**src/rtl/add_sub_serial.sv**
```systemverilog
// rtl/add_sub_serial.sv - digit-serial adder/subtractor with done/ack handshake
//
// Adds or subtracts two WIDTH-bit operands DIGIT bits per clock, LSB first.
// Subtraction is a + ~b + 1, with the +1 supplied as the initial carry.
//
// Ports:
//   clk     clock, rising edge
//   rst     asynchronous active-high reset
//   start   launch request, sampled only in IDLE
//   sub     0 = a+b, 1 = a-b, sampled with start
//   a, b    operands, sampled with start
//   ack     consumer has taken the result, sampled only in DONE
//   busy    high while the digits are being processed
//   done    high while result/cout/ovf are valid
//   result  sum or difference modulo 2^WIDTH
//   cout    carry out of the MSB (for subtract, 1 = no borrow)
//   ovf     two's-complement overflow
module add_sub_serial #(
   parameter int WIDTH = 8,
   parameter int DIGIT = 1
) (
   input  logic             clk,
   input  logic             rst,
   input  logic             start,
   input  logic             sub,
   input  logic [WIDTH-1:0] a,
   input  logic [WIDTH-1:0] b,
   input  logic             ack,
   output logic             busy,
   output logic             done,
   output logic [WIDTH-1:0] result,
   output logic             cout,
   output logic             ovf
);

   localparam int NDIG = WIDTH / DIGIT;
   localparam int CW   = (NDIG > 1) ? $clog2(NDIG) : 1;
   localparam logic [CW-1:0] LAST = CW'(NDIG - 1);

   localparam logic [1:0] S_IDLE = 2'd0;
   localparam logic [1:0] S_RUN  = 2'd1;
   localparam logic [1:0] S_DONE = 2'd2;

   logic [1:0]       state;
   logic [WIDTH-1:0] a_reg;
   logic [WIDTH-1:0] b_reg;
   logic             carry;
   logic [CW-1:0]    count;

   logic [DIGIT-1:0] a_dig;
   logic [DIGIT-1:0] b_dig;
   logic [DIGIT-1:0] s_dig;
   logic             c_out_dig;
   logic             c_into_msb;

   assign a_dig = a_reg[DIGIT-1:0];
   assign b_dig = b_reg[DIGIT-1:0];

   assign {c_out_dig, s_dig} = {1'b0, a_dig} + {1'b0, b_dig} + {{DIGIT{1'b0}}, carry};

   // The carry into the top bit of the digit is recovered from that bit's
   // sum: s = a ^ b ^ cin, so cin = s ^ a ^ b. Only used on the last digit,
   // where the top bit of the digit is the operand MSB.
   assign c_into_msb = s_dig[DIGIT-1] ^ a_dig[DIGIT-1] ^ b_dig[DIGIT-1];

   assign busy = (state == S_RUN);
   assign done = (state == S_DONE);

   always_ff @(posedge clk or posedge rst) begin
      if (rst) begin
         state  <= S_IDLE;
         a_reg  <= '0;
         b_reg  <= '0;
         carry  <= 1'b0;
         count  <= '0;
         result <= '0;
         cout   <= 1'b0;
         ovf    <= 1'b0;
      end else begin
         case (state)
            S_IDLE: begin
               if (start) begin
                  a_reg  <= a;
                  b_reg  <= sub ? ~b : b;
                  carry  <= sub;
                  count  <= '0;
                  result <= '0;
                  cout   <= 1'b0;
                  ovf    <= 1'b0;
                  state  <= S_RUN;
               end
            end

            S_RUN: begin
               // New digit enters at the top; after NDIG shifts the first
               // digit has reached bit 0.
               result <= (WIDTH'(s_dig) << (WIDTH - DIGIT)) | (result >> DIGIT);
               a_reg  <= a_reg >> DIGIT;
               b_reg  <= b_reg >> DIGIT;
               carry  <= c_out_dig;
               count  <= count + CW'(1);
               if (count == LAST) begin
                  cout  <= c_out_dig;
                  ovf   <= c_into_msb ^ c_out_dig;
                  state <= S_DONE;
               end
            end

            S_DONE: begin
               // start alone is ignored here; with ack it still only
               // returns to IDLE and must be re-presented there.
               if (ack) begin
                  state <= S_IDLE;
               end
            end

            default: begin
               state <= S_IDLE;
            end
         endcase
      end
   end

endmodule

```
**config.mk**
```make
export PLATFORM = sky130hd
export DESIGN_NAME = add_sub_serial
export DESIGN_NICKNAME = d
export VERILOG_FILES = /design/src/rtl/add_sub_serial.sv
export SDC_FILE = /design/constraint.sdc
export NUM_CORES = 1
export LEC_CHECK = 0
export CORE_MARGIN = 3
export CORE_UTILIZATION = 40
export CTS_BUF_LIST = sky130_fd_sc_hd__clkbuf_16
export CTS_CLUSTER_DIAMETER = 150
export DETAILED_ROUTE_END_ITERATION = 16
export PLACE_DENSITY = 0.65
export SYNTH_ARGS = -nofsm -noshare
export SYNTH_HDL_FRONTEND = slang
export SYNTH_SLANG_ARGS = --single-unit
```
**constraint.sdc**
```tcl
create_clock -name clk -period 2.57 [get_ports clk]
set_input_delay 0.3855 -clock clk [delete_from_list [all_inputs] [get_ports clk]]
set_output_delay 0.3855 -clock clk [all_outputs]
set_load 0.01 [all_outputs]
```
==> results.json <==
{
  "status": "complete, no violations",
  "crit_path_cell_trace": "nand2b_4 > inv_4 > clkdlybuf4s50_1",
  "cts.sink_count": 32,
  "synth_area_sq_um": 1680,
  "syn_avg_cell_area_sq_um": 10.7,
  "yosysTopAreaCell": "dfrtp_1",
  "cts_buffers": 5,
  "postCtsSetupBuffers": 0,
  "skew_ns": 0.00482,
  "hpwl_mm": 2.46,
  "clockBufferDepth": 2,
  "drt_wl_total_mm": 3.62,
  "synth-edff-count": 0,
  "ys.flop_type": "dfrtp_1",
  "portBuffers": 32,
  "first_pass_iters": 4,
  "ir_worst_vdd_uv": 476,
  "synth_async_sr_flop_share": 1.00,
  "crit_required_ns": 2.18,
  "syn-num-nets": 181,
  "area_delta_synth_final_pct": 28.7,
  "die-area_sq_um": 5020,
  "cts_resized": 0,
  "initial_utilization": 0.437,
  "die_w_microns": 70.9,
  "cts_tree": "done",
  "p_per_area_nw_per_um2": 1170,
  "cts_hold_buf": 0,
  "yosysMostFrequentCell": "dfrtp_1",
  "drt_iter0_drc": 105,
  "root_buffer": "clkbuf_16",
  "p_switching_mw": 0.846,
  "die_h_microns": 70.9,
  "netlist.area_leader.share": 0.476,
  "ys_ff_latch": 32,
  "max_stage_delay_ns": 0.60,
  "num_vias": 1285,
  "yosys_warnings": 0,
  "slowest_stage": "clkdlybuf4s50_1",
  "p_int_mw": 1.68,
  "power.leakage_nw": 0.917,
  "grt_pass1_wl_mm": 6.35,
  "clk_latency_ns": 0.27,
  "drive_gt1_frac": 0.105,
  "cp_max_fo": 25,
  "row_count": 22,
  "power_frac_seq": 0.352,
  "maxSlewHeadroom": 0.658,
  "grt_start_max_net_pins": 33,
  "syn_inst": 157,
  "maxCapViolCount": 0,
  "post-route-drc-count": 0,
  "fin_crit_sh": 0.842,
  "clock.fmax_mhz": 462,
  "viasPerCell": 5.40,
  "comb_power_share": 0.390,
  "htree_levels": 2,
  "wl_per_cell_microns": 15.2,
  "setup-violations-final": 0,
  "antenna_cells": 0,
  "tns_ns": 0,
  "path_class": "flop to output pin",
  "grt_pass1_vias": 1341,
  "grt_overflow_total": 0,
  "min_path_type": "primary input to async pin",
  "min_period_ns": 2.16,
  "finalHoldViolations": 0,
  "clkPwrFrac": 0.258,
  "antenna_found_initial": 0,
  "crit_path_start_kind": "flop",
  "yosys-top-cells-count": "dfrtp_1 (32), o21ai_1 (22), nor2b_1 (16)",
  "synth_area_leaders": "dfrtp_1 (48%), o21ai_1 (6.5%), nor2b_1 (5.9%)",
  "nNetsFinal": 213,
  "switching_share": 0.335,
  "io-pin-count": 33,
  "place.gp.congestion": 0.769,
  "synth.distinct_cells": 25,
  "rsz0062_at_grt": "false",
  "track_usage": 0.158,
  "core_sq_um": 3850,
  "pre_cts_slack_ns": 0.679,
  "setup_ws_ns": 0.407,
  "end_kind": "output pin",
  "yosysSeqAreaShare": 0.476,
  "worstMarginPinSlew_ns": 0.513,
  "clk_pin_slew_ns": 0.05,
  "drv_slew": 0,
  "arrival_ns": 1.78,
  "postRouteAntennaNets": 0
}
-- metrics by stage --
step	instance area [sq um]	hold WS (ns)	total power [mW]	std cells	utilization
4_1_cts	2170	0.505	2.56	238	0.562
2_1_floorplan	1680	0.451	1.59	157	-
5_1_grt	2170	0.520	2.70	238	0.562
3_5_place_dp	2000	0.491	1.90	230	0.519
6_report	2170	0.493	2.53	238	0.562
3_3_place_gp	2000	0.482	1.85	230	0.519
-- cell type report --
cell class              instances  area (sq um)
fillers                       347          1690
flip-flops and latches         32           801
multi-input cells             106           754
repair buffers                 37           358
clock buffers                   5           125
well taps                      48          60.1
clock inverters                 3          38.8
inverters                       7          28.8
-- placed cells by master (no fill, tap or decap), types with 4 or more instances in the layout --
cell,synthesis,routed
a22o_1,10,10
nor2b_1,16,16
clkdlybuf4s50_1,0,32
a22oi_2,5,5
dfrtp_1,32,32
nand2_1,5,5
clkbuf_16,0,5
a21oi_1,14,14
buf_4,6,5
o21ai_1,22,22
a22oi_1,9,9
xor2_1,8,8
a2bb2oi_1,4,4
inv_1,6,7
-- logic make-up (layout without fill, tap and decap cells) --
family / after synthesis / in the layout / synth area share
XOR/XNOR: 11 / 11 / 0.0573
flip-flops: 32 / 32 / 0.476
AND/OR/NAND/NOR: 25 / 25 / 0.0907
buffers and inverters: 19 / 52 / 0.0758
adder cells (fa/ha/maj): 3 / 3 / 0.0268
AO/OA/AOI/OAI: 67 / 67 / 0.274
-- critical path, delay by kind of cell, from the launching register on --
family | cells | cell delay (ns)
buffers and inverters | 2 | 0.85
flip-flops | 1 | 0.54
AND/OR/NAND/NOR | 1 | 0.12
-- power by group through the flow --
stage          sequential, mW  clock (mW)  combinational, mW
2_1_floorplan           0.883           0              0.711
3_3_place_gp            0.881           0              0.974
3_5_place_dp            0.896           0               1.00
4_1_cts                 0.890       0.665               1.00
5_1_grt                 0.921       0.691               1.09
6_report                0.889       0.652              0.987
-- worst paths after layout --
check | from | end | slack, ns | cells after the start
min in group clk | count[0]$_DFFE_PP0P_ | count[0]$_DFFE_PP0P_ | 0.50 | 1
hold / removal | rst | state[0]$_DFFE_PP0P_ | 0.49 | 3
setup reg to reg | a_reg[0]$_DFFE_PP0P_ | ovf$_DFFE_PP0P_ | 0.99 | 5
max in group asynchronous | rst | a_reg[2]$_DFFE_PP0P_ | 1.79 | 3
hold reg to reg | count[0]$_DFFE_PP0P_ | count[0]$_DFFE_PP0P_ | 0.50 | 1
setup / recovery | state[0]$_DFFE_PP0P_ | busy | 0.41 | 3
-- per-layer routing --
metal / vias to the layer above / share of wire / wire length [microns] / global-route usage
li1: 620 / - / - / -
met1: 630 / 0.47 / 1710 / 0.212
met2: 27 / 0.47 / 1690 / 0.242
met3: 8 / 0.041 / 148 / 0.0426
met4: 0 / 0.020 / 72 / 0.0647
met5: - / 0 / 0 / 0
(Power assumes the default switching activity.)
